## src/rtl/apu_pkg.sv

```systemverilog
// Shared APU definitions: envelope direction encoding and default envelope bank sizing.
package apu_pkg;

  typedef enum logic {
    ENV_DECAY  = 1'b0,
    ENV_ATTACK = 1'b1
  } env_dir_t;

  localparam int ENV_VOL_W  = 4;
  localparam int ENV_PER_W  = 4;
  localparam int ENV_NUM_CH = 3;

endpackage

```

## src/rtl/envelope_bank_if.sv

```systemverilog
// Register-file-side and mixer-side signals of the envelope bank, bundled per bank.
interface envelope_bank_if
  import apu_pkg::*;
#(
  parameter int NUM_CH = ENV_NUM_CH,
  parameter int VOL_W  = ENV_VOL_W,
  parameter int PER_W  = ENV_PER_W
);

  logic                    cpu_clk_en;
  logic                    quarter_clk_en;
  logic [NUM_CH-1:0]       load;
  logic [NUM_CH-1:0]       loop_flag;
  logic [NUM_CH-1:0]       const_vol;
  logic [NUM_CH-1:0]       attack;
  logic [NUM_CH*PER_W-1:0] period;
  logic [NUM_CH*VOL_W-1:0] vol_in;
  logic [NUM_CH*VOL_W-1:0] vol_out;
  logic [NUM_CH-1:0]       done;

  modport master (
    output cpu_clk_en, quarter_clk_en, load, loop_flag, const_vol, attack, period, vol_in,
    input  vol_out, done
  );

  modport slave (
    input  cpu_clk_en, quarter_clk_en, load, loop_flag, const_vol, attack, period, vol_in,
    output vol_out, done
  );

endinterface

```

## src/rtl/envelope_channel.sv

```systemverilog
// One envelope voice: restart flag, period divider and up/down level counter
// advanced by the quarter-frame tick.
module envelope_channel
  import apu_pkg::*;
#(
  parameter int VOL_W = ENV_VOL_W,
  parameter int PER_W = ENV_PER_W
) (
  input  logic             clk,
  input  logic             rst,
  input  logic             cpu_clk_en,
  input  logic             quarter_clk_en,
  input  logic             load,
  input  logic             loop_flag,
  input  logic             const_vol,
  input  logic             attack,
  input  logic [PER_W-1:0] period,
  input  logic [VOL_W-1:0] vol_in,
  output logic [VOL_W-1:0] vol_out,
  output logic             done
);

  localparam logic [VOL_W-1:0] VOL_MAX = {VOL_W{1'b1}};

  env_dir_t         dir;
  logic             start;
  logic [PER_W-1:0] div;
  logic [VOL_W-1:0] level;
  logic [VOL_W-1:0] step_level;

  assign dir = env_dir_t'(attack);

  // Saturate at the terminal level unless looping, which jumps to the opposite end.
  always_comb begin
    step_level = level;
    if (dir == ENV_ATTACK) begin
      if (level != VOL_MAX) step_level = level + 1'b1;
      else if (loop_flag)   step_level = '0;
    end else begin
      if (level != '0)      step_level = level - 1'b1;
      else if (loop_flag)   step_level = VOL_MAX;
    end
  end

  always_ff @(posedge clk) begin
    if (rst) begin
      start <= 1'b0;
      div   <= '0;
      level <= '0;
    end else begin
      if (quarter_clk_en) begin
        if (start) begin
          level <= (dir == ENV_ATTACK) ? '0 : VOL_MAX;
          div   <= period;
        end else if (div != '0) begin
          div <= div - 1'b1;
        end else begin
          div   <= period;
          level <= step_level;
        end
      end
      // A load landing on a tick keeps start set so the restart lands on the next tick.
      if (cpu_clk_en && load) start <= 1'b1;
      else if (quarter_clk_en) start <= 1'b0;
    end
  end

  assign vol_out = const_vol ? vol_in : level;
  assign done    = ~start & ~loop_flag & (level == ((dir == ENV_ATTACK) ? VOL_MAX : '0));

endmodule

```

## src/rtl/envelope_bank.sv

```systemverilog
// Multi-channel volume envelope generator: one envelope_channel per voice,
// sliced out of the packed register-file buses.
module envelope_bank
  import apu_pkg::*;
#(
  parameter int NUM_CH = ENV_NUM_CH,
  parameter int VOL_W  = ENV_VOL_W,
  parameter int PER_W  = ENV_PER_W
) (
  input logic           clk,
  input logic           rst,
  envelope_bank_if.slave bus
);

  logic [NUM_CH*VOL_W-1:0] vol_out_w;
  logic [NUM_CH-1:0]       done_w;

  for (genvar i = 0; i < NUM_CH; i++) begin : g_ch
    envelope_channel #(
      .VOL_W (VOL_W),
      .PER_W (PER_W)
    ) u_ch (
      .clk            (clk),
      .rst            (rst),
      .cpu_clk_en     (bus.cpu_clk_en),
      .quarter_clk_en (bus.quarter_clk_en),
      .load           (bus.load[i]),
      .loop_flag      (bus.loop_flag[i]),
      .const_vol      (bus.const_vol[i]),
      .attack         (bus.attack[i]),
      .period         (bus.period[i*PER_W +: PER_W]),
      .vol_in         (bus.vol_in[i*VOL_W +: VOL_W]),
      .vol_out        (vol_out_w[i*VOL_W +: VOL_W]),
      .done           (done_w[i])
    );
  end

  assign bus.vol_out = vol_out_w;
  assign bus.done    = done_w;

endmodule

```

## src/flat_wrapper.sv

```systemverilog
// flat-port wrapper written by rule: the top's interface ports become plain ports
module envelope_bank_flat import apu_pkg::*;
#(
  parameter int NUM_CH = ENV_NUM_CH,
  parameter int VOL_W  = ENV_VOL_W,
  parameter int PER_W  = ENV_PER_W
)
  (clk, rst, bus_cpu_clk_en, bus_quarter_clk_en, bus_load, bus_loop_flag, bus_const_vol, bus_attack, bus_period, bus_vol_in, bus_vol_out, bus_done);
  envelope_bank_if #(.NUM_CH(NUM_CH), .VOL_W(VOL_W), .PER_W(PER_W)) bus_i ();
  input logic clk;
  input logic rst;
  input wire logic [$bits(bus_i.cpu_clk_en)-1:0] bus_cpu_clk_en;
  input wire logic [$bits(bus_i.quarter_clk_en)-1:0] bus_quarter_clk_en;
  input wire logic [$bits(bus_i.load)-1:0] bus_load;
  input wire logic [$bits(bus_i.loop_flag)-1:0] bus_loop_flag;
  input wire logic [$bits(bus_i.const_vol)-1:0] bus_const_vol;
  input wire logic [$bits(bus_i.attack)-1:0] bus_attack;
  input wire logic [$bits(bus_i.period)-1:0] bus_period;
  input wire logic [$bits(bus_i.vol_in)-1:0] bus_vol_in;
  output wire logic [$bits(bus_i.vol_out)-1:0] bus_vol_out;
  output wire logic [$bits(bus_i.done)-1:0] bus_done;
  assign bus_i.cpu_clk_en = bus_cpu_clk_en;
  assign bus_i.quarter_clk_en = bus_quarter_clk_en;
  assign bus_i.load = bus_load;
  assign bus_i.loop_flag = bus_loop_flag;
  assign bus_i.const_vol = bus_const_vol;
  assign bus_i.attack = bus_attack;
  assign bus_i.period = bus_period;
  assign bus_i.vol_in = bus_vol_in;
  assign bus_vol_out = bus_i.vol_out;
  assign bus_done = bus_i.done;
  envelope_bank #(.NUM_CH(NUM_CH), .VOL_W(VOL_W), .PER_W(PER_W)) u_core (.clk(clk), .rst(rst), .bus(bus_i));
endmodule
```

## config.mk

```make
export PLATFORM = sky130hd
export DESIGN_NAME = envelope_bank_flat
export DESIGN_NICKNAME = d
export VERILOG_FILES = /design/src/rtl/apu_pkg.sv /design/src/rtl/envelope_bank_if.sv /design/src/rtl/envelope_channel.sv /design/src/rtl/envelope_bank.sv /design/src/flat_wrapper.sv
export SDC_FILE = /design/constraint.sdc
export NUM_CORES = 1
export LEC_CHECK = 0
export CORE_MARGIN = 8
export CORE_UTILIZATION = 48
export DETAILED_ROUTE_END_ITERATION = 10
export GPL_ROUTABILITY_DRIVEN = 0
export PLACE_DENSITY = 0.82
export RECOVER_POWER = 25
export SETUP_SLACK_MARGIN = 0.15
export SLEW_MARGIN = 20
export SYNTH_ARGS = -nofsm -noshare
export SYNTH_HDL_FRONTEND = slang
export SYNTH_SLANG_ARGS = --single-unit
```

## constraint.sdc

```tcl
create_clock -name clk -period 5.5 [get_ports clk]
set_input_delay 1.1 -clock clk [delete_from_list [all_inputs] [get_ports clk]]
set_output_delay 1.1 -clock clk [all_outputs]
set_load 0.02 [all_outputs]
```

Yosys cells after proc, flatten, opt, wreduce, memory -nomap -nowiden:

Index checks and enable logic that the tools add are counted.

* latch bits: 0
* bits of input ports: 40
* memory bits (writable): 0
* memories: 0
* output and inout bits: 15
* register bits after elaboration: 27
* logic and storage cells: 100
* ROM bits: 0

* add/sub/neg operators: 9
* $lt $le $gt $ge: 0
* shift-type cells: 0
* multipliers: 0
* divide/modulo/power cells: 0
* reduce and logical (&&, ||, !) cells: 18
* bitwise operators: 12
* eq/ne operators: 12
* mux-type cells: 40

Operators with widths (number)
* two-way mux 4 bit: 36
* nonzero test 4 bit: 9
* subtractor 4 x 1 -> 4 bit, second input constant: 6
* adder 4 x 1 -> 4 bit, second input constant: 3
* equality test 4 bit: 3
* != test 4 x 2 -> 1 bit, second input constant: 3
* != test 4 bit, second input constant: 3
* AND reduction 4 bit: 3
* bitwise AND 1 bit: 6
* != test 2 bit, second input constant: 3
* inverter 1 bit: 6
* nonzero test 2 bit: 3
* two-way mux 1 bit: 4
* logical AND 1 bit: 3

Depth between registers and ports, before layout:

* depth after elaboration: 5
* mapped depth: 6
* depth with buffers taken out: 6

Cells and area by module:

A second synthesis with hierarchy kept.

* cell total of the unflattened synthesis: 288
* area, all modules: 2229.6 um^2

By module, submodules not included
* envelope_channel: cells an instance 96, instances 3, area each 743.2 um^2, sequential area each 180.2 um^2

Least setup slack after synthesis:

OpenSTA, ideal clock, no wires.

* kind: input to output
* from: input port bus_attack[2]
* to: output port bus_done[2]
* setup slack: 2.584 ns
* path buffers: 2
* required time: 4.400 ns
* stages: 6
* arrival: 1.816 ns
* cells stage by stage: buf_2 nand3_1 nor3_1 a31oi_1 nor3_1 buf_4

* word-level cells in the longest chain between the ends: 3

Ends and longest elaborated chain
* from (decl): line flat_wrapper.sv:17 `input wire logic [$bits(bus_i.attack)-1:0] bus_attack;`
* two-way mux 4 bit: line envelope_channel.sv:69 `assign done = ~start & ~loop_flag & (level == ((dir == ENV_ATTACK) ? VOL_MAX : '0));`
* equality test 4 bit: line envelope_channel.sv:69
* bitwise AND 1 bit: line envelope_channel.sv:69
* to (decl): line flat_wrapper.sv:21 `output wire logic [$bits(bus_i.done)-1:0] bus_done;`

No other way between the ends.

Final worst setup path:

* from: input port bus_attack[0]
* to: output port bus_done[0]

Same word-level chain as after synthesis.

==> reports/metrics.yaml <==
status: "completed"
pin_count: 55
drt_wl_total_um: 5270
hpwl_um: 4000
grt-ovfl-total: 0
syn-num-nets: 319
worst_pin_slew_ns: 0.704
synth-async-reset-ratio: 0
clk_latency_ns: 0.28
vias: 2127
ir_drop_mv: 0.140
synthCells: 270
skew_ns: 0.00133
tns_ns: 0
postLayoutCoreUtil: 0.624
cts_buffers: 3
syn_area_um2: 2090
rows: 24
avgSynthCellArea_um2: 7.75
setup_ws_ns: 1.40
cts_setup_buffers: 0
dr.pass1.iters: 4
ctsHoldBuffers: 0
path_class: "primary input to primary output"
power_density_nw_per_um2: 248
path_clk_slew_ns: 0.10
drive_gt1_frac: 0.0609
grt_pass1_wl_um: 8870
die_x_um: 82.0
synth.ff_latch_count: 27
die_h_um: 82.0
first_global_vias: 1957
p_leak_uw: 0.000983
htreeDepth: 1
nFillCells: 384
ys_seq_area_frac: 0.258
drc_errors: 0
finalHoldViolCount: 0
start_util: 0.491
fmax_mhz: 244
grt_max_degree: 28
drtAntennaViolNets: 0
maxCapViolations: 0
setup_viol: 0
cp_max_fo: 9
max_slew_margin: 0.529
areaGrowthSynthToFinish_pct: 27.0
vias_per_cell: 5.84
grtUsageTotal: 0.162
place_ws_ns: 1.42
synth_edf_count: 0
fin_crit_sh: 0.745
die_area_um2: 6730
cts_sinks: 27
yosys.cell_types.count: 59
min_period_ns: 4.10
start_kind: "primary input"
nets: 362
synthFlopType: "dfxtp_1"
arrival_ns: 3.00
wl_per_cell_um: 14.5
grt_antenna_before_repair: 0
cts_tree: "done"
drt_iter0_drc: 79
diodes: 0
cts-root-buf: "clkbuf_8"
rsz0062_at_grt: "no"
crit_required_ns: 4.40
hold_path_class: "flip-flop to flip-flop"
cts_buffer_depth: 2
power_uw: 659
port_buffers: 54
fp.coreArea_um2: 4260
cts_resized: 0
slew_viol_final: 0
end_kind: "primary output"
ys_warn_count: 0
## cell families (layout without fill, tap and decap cells)
group                      after synthesis  count (layout)  share of synthesized area
xor gates and xnor gates                 7               7                     0.0293
AOI/OAI and AO/OA                      101             101                      0.335
DFF                                     27              27                      0.258
muxes                                    9               9                     0.0454
adders and majority gates                9               9                     0.0538
and+or+nand+nor                         76              76                      0.189
buffers and inverters                   41              83                     0.0891
## synth_stat cells, drive strengths merged (4+ instances only)
cell | count | area (um2)
a31oi | 5 | 31.3
ha | 9 | 113
o22a | 4 | 36.3
nand2 | 16 | 60.1
dfxtp | 27 | 541
mux2 | 4 | 45.0
a21oi | 16 | 80.1
o21a | 4 | 30.0
nor3 | 11 | 55.1
xnor2 | 6 | 52.6
clkbuf | 5 | 18.8
a211oi | 18 | 135
nand3 | 10 | 50.1
mux2i | 5 | 50.1
buf | 12 | 77.6
o21ai | 25 | 125
inv | 23 | 86.3
nor2 | 16 | 60.1
## cell type report
type | instances | area (um2) | area share
clock inverter | 1 | 7.51 | 0.00282
inverter | 24 | 90.1 | 0.0339
sequential | 27 | 541 | 0.203
clock buffer | 3 | 41.3 | 0.0155
timing repair buffer | 55 | 548 | 0.206
tap | 52 | 65.1 | 0.0245
multi-input combinational | 202 | 1370 | 0.514
## through the flow
stage	cells	area, um2	hold WS (ns)
floorplan	270	2090	0.445
global placement	360	2610	0.458
detailed placement	360	2610	0.470
CTS	364	2660	0.486
global route	364	2660	0.506
finish	364	2660	0.483
## final timing paths
check                        startpoint                      endpoint  slack (ns)  cells after the start
max reg2reg  u_core.g_ch[1].u_ch.div[0]  u_core.g_ch[1].u_ch.level[2]        3.38                      6
min reg2reg  u_core.g_ch[2].u_ch.div[1]    u_core.g_ch[2].u_ch.div[1]        0.48                      2
min          u_core.g_ch[2].u_ch.div[1]    u_core.g_ch[2].u_ch.div[1]        0.48                      2
max                       bus_attack[0]                   bus_done[0]        1.40                      6
## routing by layer
layer  up-vias  global-route usage  routed length [um]  share of wire
met2        43               0.279                2680           0.51
met1       984               0.190                2250           0.43
met5         -                   0                   0              0
met4         0              0.0754                  87          0.017
li1       1094                   -                   -              -
met3         6              0.0295                 249          0.047
## registers in the layout, summed over array words and instances (netlist names)
signal	flops
u_core.g_ch.u_ch.div	12
u_core.g_ch.u_ch.level	12
u_core.g_ch.u_ch.start	3
## worst max-delay path, cell delays in order
cell and delay [ns]:
clkdlybuf4s50_1 0.66, inv_1 0.15, nor4_1 0.26, a31oi_1 0.06, nor3_1 0.13, clkdlybuf4s50_1 0.63
## placed cells by master, fill, tap and decap left out, drive strengths merged, types with 4 or more instances in the layout
cell type,synthesis,layout
clkdlybuf4s50,0,53
dfxtp,27,27
o21ai,25,25
inv,23,23
a211oi,18,18
nand2,16,16
nor2,16,16
a21oi,16,16
nor3,11,11
nand3,10,10
ha,9,9
xnor2,6,6
a31oi,5,5
mux2i,5,5
mux2,4,4
o21a,4,4
o22a,4,4
## power by group
group          internal [uW]  leakage (uW)  switching (uW)
clock                   51.6     0.0000217            66.9
sequential               222      0.000223            40.3
combinational            144      0.000738             135
total                    418      0.000983             242
Note: power is estimated with default switching activity, not from simulation.
